**config.mk**
```make
export PLATFORM = sky130hd
export DESIGN_NAME = count_event_queue
export DESIGN_NICKNAME = d
export VERILOG_FILES = /design/src/rtl/count_event_pkg.sv /design/src/rtl/count_event_queue_fifo.sv /design/src/rtl/count_event_queue.sv
export SDC_FILE = /design/constraint.sdc
export NUM_CORES = 1
export LEC_CHECK = 0
export ABC_AREA = 0
export CAP_MARGIN = 25
export CORE_MARGIN = 2
export CORE_UTILIZATION = 60
export CTS_CLUSTER_SIZE = 16
export DETAILED_ROUTE_END_ITERATION = 6
export PLACE_DENSITY = 0.84
export SLEW_MARGIN = 15
export SYNTH_ARGS = -nofsm -noshare
export SYNTH_HDL_FRONTEND = slang
export SYNTH_SLANG_ARGS = --single-unit
export TNS_END_PERCENT = 20
```
**constraint.sdc**
```tcl
create_clock -name clk -period 8.3 [get_ports clk]
set_clock_uncertainty 0.2 [all_clocks]
set_input_delay 0.83 -clock clk [delete_from_list [all_inputs] [get_ports clk]]
set_output_delay 0.83 -clock clk [all_outputs]
set_load 0.05 [all_outputs]
```
**src/rtl/count_event_pkg.sv**
```systemverilog
// rtl/count_event_pkg.sv - shared record types for the count event queue
package count_event_pkg;

   localparam int SEQ_W = 8;
   localparam int REC_W = 32;

   typedef enum logic [1:0] {
      EV_MATCH = 2'b01,
      EV_WRAP  = 2'b10,
      EV_BOTH  = 2'b11
   } ev_kind_t;

   typedef struct packed {
      ev_kind_t            kind;
      logic [REC_W-1:0]    stamp;
      logic [SEQ_W-1:0]    seq;
   } ev_rec_t;

endpackage

```
**src/rtl/count_event_queue_fifo.sv**
```systemverilog
// rtl/count_event_queue_fifo.sv - synchronous FIFO of event records
import count_event_pkg::*;

module event_fifo #(
   parameter int DEPTH = 4
) (
   input  logic                     clk,
   input  logic                     rst,
   input  logic                     push,
   input  logic                     pop,
   input  ev_rec_t                  din,
   output ev_rec_t                  dout,
   output logic [$clog2(DEPTH):0]   level,
   output logic                     full,
   output logic                     empty
);

   localparam int PW = $clog2(DEPTH);
   localparam int LW = PW + 1;

   ev_rec_t         mem [DEPTH];
   logic [PW-1:0]   wr_ptr;
   logic [PW-1:0]   rd_ptr;
   logic            do_push;
   logic            do_pop;

   assign full    = (level == LW'(DEPTH));
   assign empty   = (level == '0);
   // A push while full is only taken when the head leaves in the same cycle.
   assign do_push = push && (!full || pop);
   assign do_pop  = pop && !empty;
   assign dout    = mem[rd_ptr];

   always_ff @(posedge clk) begin
      if (rst) begin
         wr_ptr <= '0;
         rd_ptr <= '0;
         level  <= '0;
      end else begin
         if (do_push) begin
            mem[wr_ptr] <= din;
            wr_ptr      <= wr_ptr + PW'(1);
         end
         if (do_pop)
            rd_ptr <= rd_ptr + PW'(1);
         if (do_push && !do_pop)
            level <= level + LW'(1);
         else if (do_pop && !do_push)
            level <= level - LW'(1);
      end
   end

endmodule

```
**src/rtl/count_event_queue.sv**
```systemverilog
// rtl/count_event_queue.sv - compare/wrap event detector feeding a record FIFO
import count_event_pkg::*;

module count_event_queue #(
   parameter int WIDTH     = 32,
   parameter int MAX_VALUE = 10000,
   parameter int DEPTH     = 4
) (
   input  logic                     clk,
   input  logic                     rst,
   input  logic [WIDTH-1:0]         count_i,
   input  logic                     cmp_we,
   input  logic [WIDTH-1:0]         cmp_wdata,
   input  logic                     cmp_en,
   output logic                     ev_valid,
   input  logic                     ev_ready,
   output logic [1:0]               ev_kind,
   output logic [WIDTH-1:0]         ev_stamp,
   output logic [7:0]               ev_seq,
   output logic [$clog2(DEPTH):0]   level,
   output logic                     overflow,
   input  logic                     clr_overflow
);

   localparam logic [WIDTH-1:0] MAX_W = WIDTH'(MAX_VALUE);

   logic [WIDTH-1:0]   cmp_reg;
   logic [WIDTH-1:0]   prev_count;
   logic               prev_valid;
   logic [SEQ_W-1:0]   seq_ctr;
   logic               chg;
   logic               match;
   logic               wrap;
   logic               event_hit;
   logic               pop;
   logic               drop;
   logic               full;
   logic               empty;
   ev_rec_t            rec_in;
   ev_rec_t            head;

   // A stalled counter must yield a single event, hence the change qualifier.
   assign chg       = !prev_valid || (count_i != prev_count);
   assign match     = chg && cmp_en && (count_i == cmp_reg);
   assign wrap      = chg && prev_valid && (prev_count == MAX_W) && (count_i == '0);
   assign event_hit = match || wrap;
   assign pop       = ev_ready && !empty;
   assign drop      = event_hit && full && !pop;

   assign rec_in.kind  = ev_kind_t'({wrap, match});
   assign rec_in.stamp = REC_W'(count_i);
   assign rec_in.seq   = seq_ctr;

   always_ff @(posedge clk) begin
      if (rst) begin
         cmp_reg    <= '0;
         prev_count <= '0;
         prev_valid <= 1'b0;
         seq_ctr    <= '0;
         overflow   <= 1'b0;
      end else begin
         if (cmp_we)
            cmp_reg <= cmp_wdata;
         prev_count <= count_i;
         prev_valid <= 1'b1;
         if (event_hit)
            seq_ctr <= seq_ctr + SEQ_W'(1);
         if (drop)
            overflow <= 1'b1;
         else if (clr_overflow)
            overflow <= 1'b0;
      end
   end

   event_fifo #(.DEPTH(DEPTH)) u_fifo (
      .clk   (clk),
      .rst   (rst),
      .push  (event_hit),
      .pop   (pop),
      .din   (rec_in),
      .dout  (head),
      .level (level),
      .full  (full),
      .empty (empty)
   );

   // Fields read as zero while empty so stale memory never leaks out.
   assign ev_valid = !empty;
   assign ev_kind  = empty ? 2'b00 : head.kind;
   assign ev_stamp = empty ? '0 : WIDTH'(head.stamp);
   assign ev_seq   = empty ? '0 : head.seq;

endmodule

```
==> flow_summary.json, run 1 <==
{
  "hold_path.class": "register to register",
  "wl_per_cell_um": 21.29,
  "worst_pin_slew_ns": 1.013,
  "fin_crit_sh": 0.5652,
  "rows": 47,
  "port-buffer-count": 116,
  "worstPathRequired_ns": 8.53,
  "cellPowerDensity_mw_per_mm2": 205.7,
  "maxSlewViolCount": 0,
  "via_per_inst": 5.798,
  "synthCells": 649,
  "fin_tns_setup_ns": 0,
  "ctsResizeCount": 0,
  "fin_ws_ns": 3.608,
  "final_cell_mix": "edfxtp_1 (168), clkdlybuf4s50_1 (114), dfxtp_1 (81)",
  "period_needed_ns": 4.692,
  "ys_ff_latch": 251,
  "htreeDepth": 1,
  "crit_type": "input port to register",
  "p_leak_uw": 0.004265,
  "cts_made_buffers": 24,
  "fillCellCount": 983,
  "yosysTopAreaCellShare": 0.5011,
  "die_height_um": 133.5,
  "ioPinCount": 117,
  "rsz0062_at_grt": "false",
  "nets": 846,
  "fp.dieW_um": 133.5,
  "fmax_ghz": 0.2132,
  "grt_max_degree": 80,
  "arrival_ns": 4.92,
  "synth_largest_area_cell": "edfxtp_1",
  "clock-sinks": 251,
  "drtIter0Drc": 463,
  "layout_commonest_cell": "edfxtp_1",
  "ys_top_cells_by_area": "edfxtp_1 (50%), dfxtp_1 (17%), mux4_2 (9.4%), xor2_1 (5.0%), mux2i_1 (3.4%)",
  "cts-root-buf": "clkbuf_16",
  "antenna_found_initial": 0,
  "maxCapViolCount": 0,
  "maxSlewHeadroom": 0.3248,
  "post-route-drc-count": 0,
  "postRouteAntennaNets": 0,
  "clk_latency_ns": 0.51,
  "ys_seq_area_frac": 0.6662,
  "crit_path_start_kind": "input port",
  "finalPower_uw": 2524,
  "n_antenna_cell": 0,
  "syn-cell-area_mm2": 0.01007,
  "hold_buffers": 0,
  "ys_warn_count": 0,
  "drt_wl_total_um": 21440,
  "finalWeightedCongestion": 0.9076,
  "avgSynthCellArea_um2": 15.51,
  "grt-ovfl-total": 0,
  "clock_path_buffers": 3,
  "r2r_slack_ns": 4.34,
  "critPathMaxFanout": 9,
  "pre_cts_ws_ns": 3.275,
  "synth.distinct_cells": 39,
  "postCtsSetupBuffers": 0,
  "critPathCaptureType": "register",
  "layout-drive-gt1-share": 0.1233,
  "syn2layout_area_growth_pct": 21.91,
  "cts_tree": "yes",
  "vdd_drop_max_mv": 0.1462,
  "vias": 5839,
  "hpwl_um": 14510,
  "setup_viol": 0,
  "grt_use_total": 0.2439,
  "clk_pin_slew_ns": 0.06,
  "core-area_mm2": 0.01647,
  "synth_fp_nets": 726,
  "drtPass1Iterations": 5,
  "die_area_mm2": 0.01783,
  "largest_reg_flops": 168,
  "hold_viol_final": 0,
  "grt_pass1_wl_um": 33380,
  "status": "completed",
  "grt_pass1_vias": 6001,
  "start_util": 0.6114
}
[synth_stat cells]
master and number:
a21oi_1 7, nor2_1 42, buf_2 1, o21ba_1 1, dfxtp_1 83, buf_6 1
edfxtp_1 168, ha_1 6, inv_1 9, nor4_4 1, nor4b_1 6, o31ai_1 1
nand3_1 6, o31a_1 1, a31oi_1 2, xnor2_1 11, or4b_1 1, mux4_2 42
mux2i_1 34, or4_1 2, nor4_1 23, o21bai_1 1, xor2_1 58, o21a_1 3
fa_1 1, clkbuf_1 19, nor2b_1 33, nand2_1 4, and2_1 43, buf_1 9
or4b_2 1, a31o_2 1, or3_1 3, o21ai_0 4, nor3_1 3, or4_4 1
and3_1 6, nand4_1 9, and4_1 2
[per-stage QoR]
step / area (um^2) / cells / util / hold WS, ns
finish: 12270 / 1007 / 0.7454 / 0.3236
global route: 12270 / 1007 / 0.7454 / 0.3451
CTS: 12270 / 1007 / 0.7454 / 0.3222
detailed placement: 11520 / 963 / 0.6995 / 0.3072
global placement: 11400 / 958 / 0.6925 / 0.2982
floorplan: 10070 / 649 / - / 0.2804
[where the power goes]
| group | internal, uW | leakage (uW) | switching (uW) | total, uW |
|---|---|---|---|---|
| Sequential | 1350 | 0.00217 | 14.9 | 1360 |
| Combinational | 58.9 | 0.00172 | 61.9 | 121 |
| Clock | 602 | 0.000376 | 441 | 1040 |
| Total | 2010 | 0.00427 | 517 | 2520 |
[cell type report]
class                      count  area, um^2  area share
timing repair buffer         124        1289      0.1050
multi-input combinational    359        3211      0.2616
sequential                   251        6709      0.5466
tap                          220       275.3     0.02243
clock buffer                  34       679.4     0.05536
inverter                       9       33.78    0.002753
clock inverter                10       76.32    0.006219
[path summary, 6_finish.rpt]
kind / startpoint / to / cells past startpoint
setup / recovery: count_i[24] / u_fifo.level[2]$_SDFFE_PP0P_ / 13
hold / removal: cmp_reg[3]$_SDFFE_PP0P_ / cmp_reg[3]$_SDFFE_PP0P_ / 2
setup reg to reg: cmp_reg[24]$_SDFFE_PP0P_ / u_fifo.level[2]$_SDFFE_PP0P_ / 12
hold reg to reg: cmp_reg[3]$_SDFFE_PP0P_ / cmp_reg[3]$_SDFFE_PP0P_ / 2
[metal layers]
| metal | vias to the layer above | wire, um | track usage |
|---|---|---|---|
| met5 | - | 0 | 0 |
| met4 | 0 | 340 | 0.05319 |
| met3 | 33 | 1118 | 0.03234 |
| met2 | 207 | 10920 | 0.4284 |
| met1 | 2945 | 9061 | 0.3298 |
| li1 | 2654 | - | - |
[logic make-up after synthesis]
group | count (synthesis) | share of synthesized area
compound gates | 21 | 0.01317
xor+xnor | 69 | 0.06003
fa+ha+maj | 7 | 0.009446
buf+inv | 39 | 0.01541
flops | 251 | 0.6662
mux | 76 | 0.1278
simple gates | 186 | 0.1080
[worst max-delay path, stage by stage]
cell	delay [ns]
clkdlybuf4s50_1	0.63
xor2_1	0.24
nor4_1	0.52
nand4_1	0.16
or4_1	0.62
o21ba_1	0.31
nor2_1	0.31
ha_1	0.25
inv_1	0.06
fa_1	0.37
xor2_1	0.16
or3_1	0.31
a21oi_1	0.13
No activity file was read; power rests on OpenSTA's default activity.
==> run 2, diff against run 1 <==
--- a/config.mk
+++ b/config.mk
@@ -8,10 +8,10 @@
 export ABC_AREA = 0
 export CAP_MARGIN = 25
 export CORE_MARGIN = 2
-export CORE_UTILIZATION = 60
+export CORE_UTILIZATION = 56
 export CTS_CLUSTER_SIZE = 16
 export DETAILED_ROUTE_END_ITERATION = 6
-export PLACE_DENSITY = 0.84
+export PLACE_DENSITY = 0.79
 export SLEW_MARGIN = 15
 export SYNTH_ARGS = -nofsm -noshare
 export SYNTH_HDL_FRONTEND = slang
==> constraint.sdc (replaced) <==
create_clock -name clk -period 4.8 [get_ports clk]
set_clock_uncertainty 0.2 [all_clocks]
set_input_delay 0.48 -clock clk [delete_from_list [all_inputs] [get_ports clk]]
set_output_delay 0.48 -clock clk [all_outputs]
set_load 0.05 [all_outputs]
==> run 2 against run 1 <==
Flip-flop and latch count is the same. Critical path type unchanged. Largest cell class unchanged. Critical endpoint unchanged. Global-route usage shrank 0.90 points. Core utilization down 4.1 points.
==> flow_summary.json, run 2 (synthesis gave the netlist of run 1 again) <==
{
  "via_per_inst": 5.772,
  "htreeDepth": 1,
  "grt_pass1_wl_um": 34460,
  "fin_crit_sh": 0.8511,
  "p_leak_uw": 0.004487,
  "crit_type": "input port to register",
  "hold_buffers": 0,
  "clock-sinks": 251,
  "path_cells": "clkdlybuf4s50_1 > xor2_1 > nor4_1 > nand4_1 > or4_1 > o21ba_1 > nor2_1 > ha_1 > inv_1 > fa_1 > xor2_1 > or3_1 > a21oi_1",
  "maxCapViolCount": 0,
  "fp.dieW_um": 138.1,
  "timing.rr.start": "prev_count[14]$_SDFF_PP0_",
  "nets": 868,
  "setup_viol": 0,
  "worst_pin_slew_ns": 1.007,
  "crit_top_cell": "xor2_1",
  "drt_wl_total_um": 22440,
  "cts-root-buf": "clkbuf_16",
  "finalWeightedCongestion": 0.9247,
  "clock_path_buffers": 3,
  "fin_tns_setup_ns": 0,
  "critPathCaptureType": "register",
  "port-buffer-count": 116,
  "worstPathRequired_ns": 5.03,
  "maxSlewHeadroom": 0.3288,
  "drtPass1Iterations": 5,
  "vdd_drop_max_mv": 0.2757,
  "postRouteAntennaNets": 0,
  "hold_path.class": "input port to register",
  "slowest_stage": "clkdlybuf4s50_1",
  "vias": 5991,
  "clk_latency_ns": 0.51,
  "rsz0062_at_grt": "false",
  "layout-drive-gt1-share": 0.1545,
  "max_stage_delay_ns": 0.65,
  "holdCritStartpoint": "rst",
  "arrival_ns": 4.32,
  "fmax_ghz": 0.2448,
  "n_antenna_cell": 0,
  "ctsResizeCount": 0,
  "layout_commonest_cell": "edfxtp_1",
  "hpwl_um": 14980,
  "core-area_mm2": 0.01778,
  "status": "completed",
  "antenna_found_initial": 0,
  "ioPinCount": 117,
  "cts_tree": "yes",
  "cellPowerDensity_mw_per_mm2": 367.2,
  "grt_pass1_vias": 6215,
  "period_needed_ns": 4.085,
  "pre_cts_ws_ns": 0.2696,
  "grt_use_total": 0.2349,
  "postCtsSetupBuffers": 0,
  "die_area_mm2": 0.01907,
  "post-route-drc-count": 0,
  "crit_start": "count_i[15]",
  "final_cell_mix": "edfxtp_1 (168), clkdlybuf4s50_1 (114), dfxtp_1 (81)",
  "rows": 49,
  "grt-ovfl-total": 0,
  "critPathMaxFanout": 8,
  "clk_pin_slew_ns": 0.07,
  "cts_made_buffers": 24,
  "maxSlewViolCount": 0,
  "hold_viol_final": 0,
  "crit_path_start_kind": "input port",
  "fin_ws_ns": 0.7149,
  "finalPower_uw": 4600,
  "largest_reg_flops": 168,
  "start_util": 0.5662,
  "wl_per_cell_um": 21.62,
  "utilization": 0.7046,
  "fillCellCount": 1169,
  "syn2layout_area_growth_pct": 24.45,
  "die_height_um": 138.1,
  "grt_max_degree": 79,
  "drtIter0Drc": 413
}
## run 2: metal layers
metal	track usage	vias to the layer above	wire [um]
li1	-	2702	-
met1	0.2888	3014	8591
met2	0.4270	228	11840
met3	0.03602	47	1420
met4	0.07734	0	593
met5	0	-	0
## run 2: cell type report
type	count	area, um^2	share of cell area
clock inverters	9	108.9	0.008689
clock buffers	35	778.2	0.06212
well taps	229	286.5	0.02287
multi-input cells	359	3211	0.2563
inverters	9	33.78	0.002696
repair buffers	146	1401	0.1119
flip-flops and latches	251	6709	0.5355
## run 2: worst max-delay path: cells and delay by family
kind	cells	cell delay, ns
xor gates and xnor gates	2	0.35
and+or+nand+nor	5	1.77
adders and majority gates	2	0.61
buffers and inverters	2	0.71
AOI/OAI and AO/OA	2	0.38
## run 2: path summary, 6_finish.rpt
| path | slack, ns | cells past startpoint | end |
|---|---|---|---|
| max | 0.71 | 13 | u_fifo.level[2]$_SDFFE_PP0P_ |
| min reg2reg | 0.32 | 2 | cmp_reg[4]$_SDFFE_PP0P_ |
| min | 0.07 | 2 | prev_valid$_DFF_P_ |
| max reg2reg | 0.97 | 12 | u_fifo.level[2]$_SDFFE_PP0P_ |
## run 2: per-stage QoR
step | instance area, um^2 | hold WS [ns] | cells
6_report | 12530 | 0.06766 | 1038
5_1_grt | 12530 | 0.06538 | 1038
4_1_cts | 12530 | 0.04905 | 1038
3_5_place_dp | 11640 | 0.3067 | 994
3_3_place_gp | 11620 | 0.2914 | 993
2_1_floorplan | 10070 | 0.2804 | 649
## run 2: report_power, final
group	switching (uW)	internal, uW	leakage, uW	total [uW]
Sequential	23.8	2330	0.00223	2350
Combinational	114	111	0.00182	225
Clock	782	1240	0.000441	2020
Total	920	3680	0.00449	4600
==> run 3, diff against run 2 <==
--- a/config.mk
+++ b/config.mk
@@ -8,10 +8,12 @@
 export ABC_AREA = 0
 export CAP_MARGIN = 25
 export CORE_MARGIN = 2
-export CORE_UTILIZATION = 56
+export CORE_UTILIZATION = 58
+export CTS_BUF_LIST = sky130_fd_sc_hd__clkbuf_8
 export CTS_CLUSTER_SIZE = 16
 export DETAILED_ROUTE_END_ITERATION = 6
-export PLACE_DENSITY = 0.79
+export MAX_ROUTING_LAYER = met4
+export PLACE_DENSITY = 0.81
 export SLEW_MARGIN = 15
 export SYNTH_ARGS = -nofsm -noshare
 export SYNTH_HDL_FRONTEND = slang
==> run 3 against run 2 <==
Global-route usage is 2.2 points higher. First-iteration DRC count is 15% higher. Combinational power hardly changed. Sequential share of layout area is 0.29 points higher. Power is 4.5% lower. Critical endpoint unchanged. Fmax hardly changed. Largest power group unchanged.
==> flow_summary.json, run 3 (synthesis gave the netlist of run 1 again) <==
{
  "maxSlewHeadroom": 0.3313,
  "syn2layout_area_growth_pct": 23.78,
  "cts_tree": "yes",
  "fin_crit_sh": 0.8510,
  "period_needed_ns": 4.085,
  "grt_busiest_layer": "met2",
  "maxCapViolCount": 0,
  "worstPathRequired_ns": 5.05,
  "largest_reg_flops": 168,
  "postCtsSetupBuffers": 0,
  "intPower_uw": 3458,
  "rows": 48,
  "port-buffer-count": 116,
  "maxSlewViolCount": 0,
  "grt-ovfl-total": 0,
  "finalWeightedCongestion": 0.8547,
  "status": "completed",
  "clk_pin_slew_ns": 0.06,
  "drt_wl_total_um": 22300,
  "clock_path_buffers": 3,
  "layout_commonest_cell": "edfxtp_1",
  "via_per_inst": 5.701,
  "hold_path.class": "input port to register",
  "drtIter0Drc": 476,
  "rsz0062_at_grt": "false",
  "post-route-drc-count": 0,
  "nets": 884,
  "fp.dieW_um": 135.7,
  "die_area_mm2": 0.01843,
  "setup_viol": 0,
  "pwr-share-comb": 0.050,
  "antenna_found_initial": 0,
  "critPathCaptureType": "register",
  "multi_input_area_mm2": 0.003211,
  "arrival_ns": 4.34,
  "fin_ws_ns": 0.7150,
  "hold_viol_final": 0,
  "fin_tns_setup_ns": 0,
  "critPathMaxFanout": 9,
  "p_leak_uw": 0.004522,
  "switchingPower_uw": 935.9,
  "die_height_um": 135.7,
  "cts-root-buf": "clkbuf_8",
  "drtPass1Iterations": 5,
  "core-area_mm2": 0.01712,
  "start_util": 0.5882,
  "hpwl_um": 15000,
  "cellPowerDensity_mw_per_mm2": 352.7,
  "clock-sinks": 251,
  "grt_use_total": 0.2574,
  "pre_cts_ws_ns": 0.2004,
  "layout-drive-gt1-share": 0.1669,
  "met1_usage": 0.3331,
  "power_switching_share": 0.2130,
  "vias": 6066,
  "use_met3": 0.04789,
  "crit_type": "input port to register",
  "ctsResizeCount": 0,
  "fillCellCount": 1081,
  "htreeDepth": 2,
  "grt_max_degree": 79,
  "clk_latency_ns": 0.53,
  "grt_pass1_vias": 6222,
  "seqPwrFrac": 0.535,
  "n_antenna_cell": 0,
  "use_met2": 0.4181,
  "fmax_ghz": 0.2448,
  "seq_area_mm2": 0.006709,
  "ioPinCount": 117,
  "wl_per_cell_um": 20.95,
  "grt_pass1_wl_um": 34360,
  "clkPwrFrac": 0.414,
  "postRouteAntennaNets": 0,
  "hold_buffers": 0,
  "final_cell_mix": "edfxtp_1 (168), clkdlybuf4s50_1 (114), dfxtp_1 (81)",
  "crit_path_start_kind": "input port",
  "cts_made_buffers": 40,
  "worst_pin_slew_ns": 1.003,
  "vdd_drop_max_mv": 0.2133
}
-- run 3: critical path, stage by stage --
cell             delay, ns
clkdlybuf4s50_1       0.50
nor4b_1               0.43
nand4_1               0.15
or4_4                 0.51
nor4_4                0.39
o21ba_1               0.30
nor2_1                0.27
ha_1                  0.25
inv_1                 0.07
fa_1                  0.38
xor2_1                0.17
or3_1                 0.31
a21oi_1               0.14
-- run 3: layout make-up --
class	count	area share
well taps	225	0.02259
multi-input cells	359	0.2577
inverters	9	0.002711
repair buffers	146	0.1125
clock buffers	48	0.05302
flip-flops and latches	251	0.5384
clock inverters	26	0.01315
-- run 3: power by group through the flow --
| stage | combinational, uW | clock, uW | sequential (uW) |
|---|---|---|---|
| floorplan | 91.2 | 0 | 2390 |
| global placement | 213 | 0 | 2400 |
| detailed placement | 219 | 0 | 2400 |
| CTS | 220 | 1850 | 2350 |
| global route | 237 | 1950 | 2350 |
| finish | 222 | 1820 | 2350 |
-- run 3: stage by stage --
step | cells | instance area (um^2) | power (uW) | hold WS (ns) | utilization
after floorplan | 649 | 10070 | 2481 | 0.2804 | -
after global placement | 989 | 11620 | 2608 | 0.2938 | 0.6787
after detailed placement | 990 | 11640 | 2616 | 0.3060 | 0.6798
after CTS | 1064 | 12460 | 4425 | 0.04386 | 0.7280
after global routing | 1064 | 12460 | 4536 | 0.06646 | 0.7280
final | 1064 | 12460 | 4394 | 0.06584 | 0.7280
-- run 3: path summary, 6_finish.rpt --
check                                       to  slack (ns)                      start  cells after the start
setup / recovery  u_fifo.level[2]$_SDFFE_PP0P_        0.72                count_i[14]                     13
setup reg to reg  u_fifo.level[2]$_SDFFE_PP0P_        0.82  prev_count[13]$_SDFF_PP0_                     12
hold / removal              prev_valid$_DFF_P_        0.07                        rst                      2
hold reg to reg       cmp_reg[25]$_SDFFE_PP0P_        0.32   cmp_reg[25]$_SDFFE_PP0P_                      2
-- run 3: per-layer routing --
metal / vias to the layer above / wire length (um)
li1: 2741 / -
met1: 3042 / 9363
met2: 239 / 10980
met3: 44 / 1416
met4: 0 / 531
met5: - / 0
